### src/rtl/mac_frame_controller.sv
// Frame-buffered signed multiply-add engine: loads 1..DEPTH operand words, then
// streams requantised per-element or dot-product results over valid/ready.
module mac_frame_controller #(
  parameter int DATA_W     = 8,
  parameter int DEPTH      = 16,
  parameter int ACC_W      = 24,
  parameter int FRAC_SHIFT = 6
) (
  input  logic                   clk,
  input  logic                   rst,
  input  logic                   mode,
  input  logic [$clog2(DEPTH):0] len,
  input  logic [4*DATA_W-1:0]    in_data,
  input  logic                   r_valid,
  output logic                   r_ready,
  output logic [DATA_W-1:0]      out_data,
  output logic                   t_valid,
  input  logic                   t_ready,
  output logic                   busy,
  output logic                   done
);
  localparam int AW    = $clog2(DEPTH);
  localparam int LEN_W = AW + 1;
  localparam int OPS_W = 3 * DATA_W;
  localparam logic [LEN_W-1:0] ONE     = LEN_W'(1);
  localparam logic [LEN_W-1:0] MAX_LEN = LEN_W'(DEPTH);

  typedef enum logic [2:0] {IDLE, LOAD, RD, EXE, SEND} state_t;

  state_t                    state_q, state_d;
  logic                      mode_q, mode_d;
  logic [LEN_W-1:0]          n_q, n_d;
  logic [LEN_W-1:0]          wr_cnt_q, wr_cnt_d;
  logic [LEN_W-1:0]          rd_cnt_q, rd_cnt_d;
  logic [LEN_W-1:0]          len_eff, n_last;
  logic signed [ACC_W-1:0]   acc_q, acc_d, acc_sum, prod_ext, c_ext, q;
  logic [DATA_W-1:0]         out_q, out_d, sat;
  logic                      done_q, done_d;
  logic                      accept, wr_en;
  logic [AW-1:0]             wr_addr;
  logic [OPS_W-1:0]          mem [DEPTH];
  logic [OPS_W-1:0]          rd_data_q;
  logic signed [2*DATA_W-1:0] op_a, op_b, prod;
  logic                      unused_top;

  assign unused_top = ^in_data[4*DATA_W-1:OPS_W];

  assign r_ready  = !rst && (state_q == IDLE || state_q == LOAD);
  assign accept   = r_valid && r_ready;
  assign t_valid  = (state_q == SEND);
  assign busy     = (state_q != IDLE);
  assign done     = done_q;
  assign out_data = out_q;

  assign len_eff = (len == '0 || len > MAX_LEN) ? MAX_LEN : len;
  assign n_last  = n_q - ONE;

  // Operands are widened before the multiply so the product is a full signed 2*DATA_W result.
  assign op_a     = {{DATA_W{rd_data_q[DATA_W-1]}}, rd_data_q[DATA_W-1:0]};
  assign op_b     = {{DATA_W{rd_data_q[2*DATA_W-1]}}, rd_data_q[2*DATA_W-1:DATA_W]};
  assign prod     = op_a * op_b;
  assign prod_ext = {{(ACC_W-2*DATA_W){prod[2*DATA_W-1]}}, prod};
  assign c_ext    = {{(ACC_W-DATA_W){rd_data_q[OPS_W-1]}}, rd_data_q[OPS_W-1:2*DATA_W]};
  assign acc_sum  = mode_q ? (((rd_cnt_q == '0) ? c_ext : acc_q) + prod_ext)
                           : (prod_ext + c_ext);

  assign q   = acc_sum >>> FRAC_SHIFT;
  assign sat = (&q[ACC_W-1:DATA_W-1] || !(|q[ACC_W-1:DATA_W-1]))
             ? q[DATA_W-1:0]
             : {q[ACC_W-1], {(DATA_W-1){~q[ACC_W-1]}}};

  always_comb begin
    // NOTE: every next-state value defaults to its register first, so no path infers a latch.
    state_d  = state_q;
    mode_d   = mode_q;
    n_d      = n_q;
    wr_cnt_d = wr_cnt_q;
    rd_cnt_d = rd_cnt_q;
    acc_d    = acc_q;
    out_d    = out_q;
    done_d   = 1'b0;
    wr_en    = 1'b0;
    wr_addr  = wr_cnt_q[AW-1:0];
    case (state_q)
      IDLE: if (accept) begin
        mode_d   = mode;
        n_d      = len_eff;
        wr_en    = 1'b1;
        wr_addr  = '0;
        wr_cnt_d = ONE;
        rd_cnt_d = '0;
        state_d  = (len_eff == ONE) ? RD : LOAD;
      end
      LOAD: if (accept) begin
        wr_en    = 1'b1;
        wr_cnt_d = wr_cnt_q + ONE;
        if (wr_cnt_d == n_q) begin
          rd_cnt_d = '0;
          state_d  = RD;
        end
      end
      RD: state_d = EXE;
      EXE: begin
        acc_d = acc_sum;
        if (!mode_q || rd_cnt_q == n_last) begin
          out_d   = sat;
          state_d = SEND;
        end else begin
          rd_cnt_d = rd_cnt_q + ONE;
          state_d  = RD;
        end
      end
      SEND: if (t_ready) begin
        if (!mode_q && rd_cnt_q != n_last) begin
          rd_cnt_d = rd_cnt_q + ONE;
          state_d  = RD;
        end else begin
          done_d  = 1'b1;
          state_d = IDLE;
        end
      end
      default: state_d = IDLE;
    endcase
  end

  // NOTE: non-blocking assignments make every flop sample pre-edge values.
  always_ff @(posedge clk) begin
    if (rst) begin
      state_q  <= IDLE;
      mode_q   <= 1'b0;
      n_q      <= '0;
      wr_cnt_q <= '0;
      rd_cnt_q <= '0;
      acc_q    <= '0;
      out_q    <= '0;
      done_q   <= 1'b0;
    end else begin
      state_q  <= state_d;
      mode_q   <= mode_d;
      n_q      <= n_d;
      wr_cnt_q <= wr_cnt_d;
      rd_cnt_q <= rd_cnt_d;
      acc_q    <= acc_d;
      out_q    <= out_d;
      done_q   <= done_d;
    end
  end

  // NOTE: the buffer has no reset; each entry of a frame is written before it is read.
  always_ff @(posedge clk) begin
    if (wr_en) mem[wr_addr] <= in_data[OPS_W-1:0];
    rd_data_q <= mem[rd_cnt_q[AW-1:0]];
  end

endmodule

### config.mk
export PLATFORM = sky130hd
export DESIGN_NAME = mac_frame_controller
export DESIGN_NICKNAME = d
export VERILOG_FILES = /design/src/rtl/mac_frame_controller.sv
export SDC_FILE = /design/constraint.sdc
export NUM_CORES = 1
export LEC_CHECK = 0
export ABC_AREA = 1
export CAP_MARGIN = 0
export CORE_MARGIN = 2
export CORE_UTILIZATION = 45
export DETAILED_ROUTE_END_ITERATION = 12
export HOLD_SLACK_MARGIN = 0.15
export PLACE_DENSITY = 0.73
export RECOVER_POWER = 25
export SLEW_MARGIN = 20
export SYNTH_ARGS = -nofsm -noshare
export SYNTH_HDL_FRONTEND = slang
export SYNTH_SLANG_ARGS = --single-unit
### constraint.sdc
create_clock -name clk -period 18.3 [get_ports clk]
set_input_delay 4.575 -clock clk [delete_from_list [all_inputs] [get_ports clk]]
set_output_delay 4.575 -clock clk [all_outputs]
set_load 0.01 [all_outputs]
==> results.md, run 1 <==
Timing
• 4.72 ns — slew at the pin closest to its max-slew limit
• 11.17 ns — shortest period the worst path allows
• -2.15 — remaining max-slew budget at the tightest pin
• 0.610 — share of the clock period used by the worst path after layout
• 99 — Final Max Tran Viols
• 0.0895 GHz — upper clock frequency limit
• 0 — final hold violation count
• false — RSZ-0062 raised after global routing
• 0 ns — sum of negative setup slack
• 0 — final setup violation count
• 0.0337 ns — Clock Skew

Worst setup path
• dlygate4sd3_1 -> clkbuf_1 -> a21oi_1 -> clkdlybuf4s50_1 — critical path, cell by cell
• out_data[2] — reg-to-reg endpoint
• 13.73 ns — critical path data required time
• input port to output pin — type of the worst setup path
• 6.60 ns — Arrival @ worst endpoint
• output pin — category of the worst setup path capture point
• r_ready — timing endpoint of the critical path
• 37 — worst-case reg-to-reg path depth
• 11.50 ns — R2R Setup Slk
• sky130_fd_sc_hd__clkbuf_1 — library cell contributing the largest single delay on the critical path
• input port — kind of start point of the critical path
• rd_data_q[15] — reg-to-reg critical path startpoint
• 20 — maximum fanout along the worst path
• 0.78 ns — worst stage delay on the critical path
• rst — Critical path origin

Route
• 17.7 um — wire length per cell
• 0 — antenna-violating nets left
• 5.41 — via/cell ratio
• 53.0 mm — Routed WL
• 5 — number of iterations in the first detailed-routing pass
• 1299 — Iteration-0 DRC Markers
• 16203 — detailed-route via count
• 0 — residual DRC count

Clock tree
• yes — TritonCTS clock tree
• 0 — buffer count from post-CTS setup fixing
• 0 — Post-CTS Hold Fix Bufs
• 45 — clock buffers created by TritonCTS
• 460 — total number of clock tree sinks
• sky130_fd_sc_hd__clkbuf_16 — master cell of the clock root buffer
• 2 — H-tree Lvls
• 0.06 ns — clock-pin slew on the worst setup and hold paths
• 0.59 ns — clock latency at the later pin of the worst-skew pair
• 3 — maximum clock path buffer count
• 0 — count of instances resized after the clock tree is built

Floorplanning
• 0.455 — initial cell density of the core
• 229 um — width of the die
• 82 — placement row count
• 229 um — die span in y
• 50100 sq um — core area
• 54 — I/O pin count
• 52400 sq um — area enclosed by the die boundary

Synthesis
• 0 — yosys synthesis warning count
• 2452 — syn_nets
• 0.507 — area share of the largest cell type after synthesis
• 22800 sq um — cell area after synthesis
• 0 — proportion of synthesized flip-flops having asynchronous set or reset
• 0.573 — Seq/Total Area, Yosys
• 384 — EDFF count, synth
• sky130_fd_sc_hd__edfxtp_1 — library cell occupying the most area in the post-synthesis netlist
• 2286 — cells after synthesis
• sky130_fd_sc_hd__edfxtp_1 — Post-synth top flop
• sky130_fd_sc_hd__edfxtp_1 (51%), sky130_fd_sc_hd__dfxtp_1 (6.7%), sky130_fd_sc_hd__nand2_1 (6.1%), sky130_fd_sc_hd__o21ai_0 (6.0%), sky130_fd_sc_hd__fa_1 (5.0%) — leading cell types by total area after synthesis
• 460 — register bit count reported by yosys
• 9.96 sq um — mean post-synth cell area
• 53 — Synth cell types

Flow run
• 1 — number of max-cap violations

Global routing
• 4 — antenna violations before repair
• 107 — maximum number of pins on one net before global-route repair
• 83.5 mm — first-pass GRT wire length
• 0.200 — aggregate global-route resource usage
• 15781 — number of global-route vias before repair
• 0 — GRT overflow

Placement
• 0.877 — final weighted congestion of routability-driven global placement
• 45 — quantity of I/O buffers inserted on ports
• 31.6 mm — Detailed Place HPWL

Cells and area
• sky130_fd_sc_hd__edfxtp_1 (384), sky130_fd_sc_hd__nand2_1 (369), sky130_fd_sc_hd__nor2_1 (279) — commonest cells after routing, fill and taps aside
• 2451 — number of nets in the layout
• sky130_fd_sc_hd__edfxtp_1 — most frequent standard cell in the layout excluding fill and tap cells
• 11.4% — area added between synthesis and finish
• 0.0637 — share of layout cells above drive strength 1

Outcome
• finished, violations left — result of the run
• max-capacitance violations, max-slew violations — violated checks

Worst hold path
• register to register — path class of the lowest-slack min-delay path

==> cell usage after synthesis (2+ instances only) <==
cell,instances
sky130_fd_sc_hd__a211oi_1,2
sky130_fd_sc_hd__o21a_1,2
sky130_fd_sc_hd__or2_2,8
sky130_fd_sc_hd__a31oi_1,2
sky130_fd_sc_hd__nand2_4,2
sky130_fd_sc_hd__nor2_2,3
sky130_fd_sc_hd__nor3_1,5
sky130_fd_sc_hd__nand4_1,31
sky130_fd_sc_hd__nand3_1,61
sky130_fd_sc_hd__o22ai_1,97
sky130_fd_sc_hd__dfxtp_1,76
sky130_fd_sc_hd__nor2_1,296
sky130_fd_sc_hd__o2111ai_1,2
sky130_fd_sc_hd__clkinv_1,2
sky130_fd_sc_hd__nand2_1,369
sky130_fd_sc_hd__nor3b_1,2
sky130_fd_sc_hd__edfxtp_1,384
sky130_fd_sc_hd__o21ai_1,2
sky130_fd_sc_hd__o21ai_2,5
sky130_fd_sc_hd__nand2_2,5
sky130_fd_sc_hd__nand3_2,7
sky130_fd_sc_hd__a22oi_1,4
sky130_fd_sc_hd__ha_1,67
sky130_fd_sc_hd__inv_2,14
sky130_fd_sc_hd__inv_1,257
sky130_fd_sc_hd__a21oi_1,83
sky130_fd_sc_hd__fa_1,57
sky130_fd_sc_hd__xnor2_1,12
sky130_fd_sc_hd__xor2_1,15
sky130_fd_sc_hd__clkbuf_1,103
sky130_fd_sc_hd__o211ai_1,16
sky130_fd_sc_hd__o21bai_2,2
sky130_fd_sc_hd__o21bai_1,3
sky130_fd_sc_hd__o21ai_0,271
==> through the flow <==
step           cells  utilization  setup slack [ns]  cell area (sq um)  hold slack (ns)
2_1_floorplan   2286            -              8.92              22800            0.462
3_3_place_gp    2910        0.477              7.80              23900            0.461
3_5_place_dp    2910        0.477              7.76              23900            0.472
4_1_cts         2994        0.506              7.75              25400            0.480
5_1_grt         2994        0.506              7.02              25300            0.510
6_report        2996        0.506              7.13              25400            0.477
==> worst max-delay path: cells and delay by family <==
family          cells  cell delay [ns]
compound gates      1             0.16
buf+inv             3             1.86
==> cell type report <==
type	count	area [sq um]
Antenna cell	2	5.00
Inverter	273	1030
Fill cell	4440	24700
Timing Repair Buffer	58	541
Clock inverter	13	126
Clock buffer	71	1350
Multi-Input combinational cell	1447	8410
Tap cell	672	841
Sequential cell	460	13100
==> registers in the layout, indices dropped and copies added (netlist names) <==
signal / cells
mem: 384
state_q: 3
n_q: 5
rd_data_q: 24
wr_cnt_q: 5
mode_q: 1
rd_cnt_q: 5
acc_q: 24
done: 1
out_data: 8
==> kinds of logic (layout without fill, tap and decap cells) <==
logic type | after synthesis | count (layout) | synth area share
AOI/OAI and AO/OA | 500 | 500 | 0.122
xor gates and xnor gates | 27 | 27 | 0.0104
adders and majority gates | 124 | 124 | 0.0869
buffers and inverters | 379 | 415 | 0.0630
DFF | 460 | 460 | 0.573
other | 0 | 2 | 0
and+or+nand+nor | 796 | 796 | 0.145
==> worst min path at each step <==
stage / start / end / slack (ns) / cells after the start
global placement: out_data[7] / out_data[7] / 0.46 / 2
floorplan: acc_q[13] / acc_q[13] / 0.46 / 2
finish: out_data[7] / out_data[7] / 0.48 / 2
detailed placement: out_data[7] / out_data[7] / 0.47 / 2
global route: out_data[7] / out_data[7] / 0.51 / 2
CTS: out_data[7] / out_data[7] / 0.48 / 2
==> metal layers <==
metal  up-vias  wire length [um]  GRT usage
li1       7797                 -          -
met5         -                26          0
met2       534             26400      0.351
met3        98              3380     0.0309
met4         4              1240     0.0597
met1      7770             22000      0.256
Power of run 1 is not shown: default switching activity piles up to over one toggle a cycle in this logic, so the estimate is an artifact.
==> run 2: changes to the inputs <==
--- a/config.mk
+++ b/config.mk
@@ -11,7 +11,7 @@
 export CORE_UTILIZATION = 45
 export DETAILED_ROUTE_END_ITERATION = 12
 export HOLD_SLACK_MARGIN = 0.15
-export PLACE_DENSITY = 0.73
+export PLACE_DENSITY = 0.75
 export RECOVER_POWER = 25
 export SLEW_MARGIN = 20
 export SYNTH_ARGS = -nofsm -noshare
==> constraint.sdc (replaced) <==
create_clock -name clk -period 9.8 [get_ports clk]
set_input_delay 2.45 -clock clk [delete_from_list [all_inputs] [get_ports clk]]
set_output_delay 2.45 -clock clk [all_outputs]
set_load 0.01 [all_outputs]
==> results.md, run 2 (synthesized netlist as in run 1, its figures left out) <==
Worst setup path
• out_data[0] — reg-to-reg endpoint
• 7.35 ns — critical path data required time, -6.38 ns
• 4.44 ns — Arrival @ worst endpoint, -2.16 ns
• rd_data_q[15] — reg-to-reg critical path startpoint
• 20 — maximum fanout along the worst path, unchanged
• input port to output pin — type of the worst setup path
• output pin — category of the worst setup path capture point
• input port — kind of start point of the critical path
• 3.07 ns — R2R Setup Slk, -8.43 ns
• 35 — worst-case reg-to-reg path depth, -5.4%

Timing
• 6.89 ns — shortest period the worst path allows
• 0.145 GHz — upper clock frequency limit
• 52 — Final Max Tran Viols, -47%
• 1.76 ns — slew at the pin closest to its max-slew limit, -2.96 ns
• -0.174 — remaining max-slew budget at the tightest pin, +1.97
• 0 — final hold violation count, unchanged
• 0.703 — share of the clock period used by the worst path after layout
• 0.0480 ns — Clock Skew, +0.0143 ns
• false — RSZ-0062 raised after global routing
• 0 — final setup violation count, unchanged
• 0.481 ns — tightest hold margin, +0.00392 ns
• 0 ns — sum of negative setup slack, unchanged

Floorplanning
• 50100 sq um — core area, unchanged
• 229 um — width of the die, unchanged
• 54 — I/O pin count, unchanged
• 82 — placement row count, unchanged
• 52400 sq um — area enclosed by the die boundary, unchanged
• 229 um — die span in y, unchanged
• 0.455 — initial cell density of the core, unchanged

Global routing
• 0 — GRT overflow, unchanged
• 0.203 — aggregate global-route resource usage, +0.00240
• 5 — antenna violations before repair, +1
• 84.4 mm — first-pass GRT wire length, +1.2%
• 16266 — number of global-route vias before repair, +3.1%
• 99 — maximum number of pins on one net before global-route repair, -7.5%

Route
• 17.8 um — wire length per cell, +0.77%
• 0 — residual DRC count, unchanged
• 16473 — detailed-route via count, +1.7%
• 53.7 mm — Routed WL, +1.3%
• 0 — antenna-violating nets left, unchanged
• 1315 — Iteration-0 DRC Markers, +1.2%
• 7 — number of iterations in the first detailed-routing pass, +2
• 5.47 — via/cell ratio, +1.2%

Clock tree
• 0 — count of instances resized after the clock tree is built, unchanged
• 0.60 ns — clock latency at the later pin of the worst-skew pair, about the same
• 0.06 ns — clock-pin slew on the worst setup and hold paths, about the same
• 2 — H-tree Lvls, unchanged
• sky130_fd_sc_hd__clkbuf_16 — master cell of the clock root buffer
• 460 — total number of clock tree sinks, unchanged
• 0 — Post-CTS Hold Fix Bufs, unchanged
• 0 — buffer count from post-CTS setup fixing, unchanged
• 3 — maximum clock path buffer count, unchanged
• 47 — clock buffers created by TritonCTS, +4.4%
• yes — TritonCTS clock tree

Cells and area
• 0.508 — Layout Utilization, +0.00170
• mem (384), acc_q (24), rd_data_q (24) — biggest regs
• sky130_fd_sc_hd__edfxtp_1 — most frequent standard cell in the layout excluding fill and tap cells
• 11.7% — area added between synthesis and finish
• 2466 — number of nets in the layout, +0.61%
• 0.0719 — share of layout cells above drive strength 1, +0.00815
• sky130_fd_sc_hd__edfxtp_1 (384), sky130_fd_sc_hd__nand2_1 (369), sky130_fd_sc_hd__nor2_1 (279) — commonest cells after routing, fill and taps aside
• mem — largest reg by FF count
• 384 — flip-flop count of the largest register after layout, unchanged

Worst hold path
• out_data[7] — startpoint of the tightest hold check path
• 2 — Cells on Worst Hold Path, unchanged
• out_data[7] — sink of the worst hold path
• register to register — path class of the lowest-slack min-delay path

Placement
• 0.900 — final weighted congestion of routability-driven global placement, +2.7%
• 31.5 mm — Detailed Place HPWL, -0.36%
• 45 — quantity of I/O buffers inserted on ports, unchanged

Outcome
• finished, violations left — result of the run
• max-capacitance violations, max-slew violations — violated checks

Flow run
• 1 — number of max-cap violations, unchanged

run 2: cell types whose count changed in the layout (fill, tap and decap cells not counted), sizes merged:
cell,previous run,this run
buf,11,25
clkbuf,73,64
clkinvlp,0,6
clkinv,11,14
inv,273,275
bufinv,2,1
run 2: area by class of cell:
cell class | instances | area, sq um
fill | 4412 | 24600
sequential | 460 | 13100
multi-input combinational | 1447 | 8340
clock buffer | 63 | 1320
inverter | 273 | 1030
tap | 672 | 841
timing repair buffer | 71 | 642
clock inverter | 23 | 205
antenna | 2 | 5.00
run 2: how the worst max path moves through the flow:
stage | from | endpoint | depth (start not counted)
2_1_floorplan | rd_data_q[0] | out_data[0] | 35
3_3_place_gp | rd_data_q[15] | out_data[2] | 37
3_5_place_dp | rd_data_q[15] | out_data[0] | 37
4_1_cts | rd_data_q[15] | out_data[1] | 37
5_1_grt | rd_data_q[15] | out_data[0] | 37
6_report | rst | r_ready | 4
run 2: stage by stage:
step | worst slack [ns] | cell area [sq um] | instances
floorplan | 3.74 | 22800 | 2286
CTS | 3.02 | 25400 | 3009
global placement | 3.12 | 23900 | 2923
detailed placement | 2.98 | 23900 | 2923
global route | 2.49 | 25400 | 3009
finish | 2.91 | 25400 | 3011
run 2: layer usage:
layer | up-vias | GRT usage | part of all wire
li1 | 7832 | - | -
met1 | 7854 | 0.251 | 0.39
met2 | 633 | 0.354 | 0.50
met3 | 150 | 0.0338 | 0.074
met4 | 4 | 0.0808 | 0.032
met5 | - | 0 | 0.00045
run 2: worst max-delay path, stage by stage:
cell	delay (ns)
sky130_fd_sc_hd__clkdlybuf4s50_1	0.45
sky130_fd_sc_hd__clkbuf_1	0.84
sky130_fd_sc_hd__a21oi_1	0.14
sky130_fd_sc_hd__clkdlybuf4s50_1	0.55
Power of run 2 is left out for the same reason.
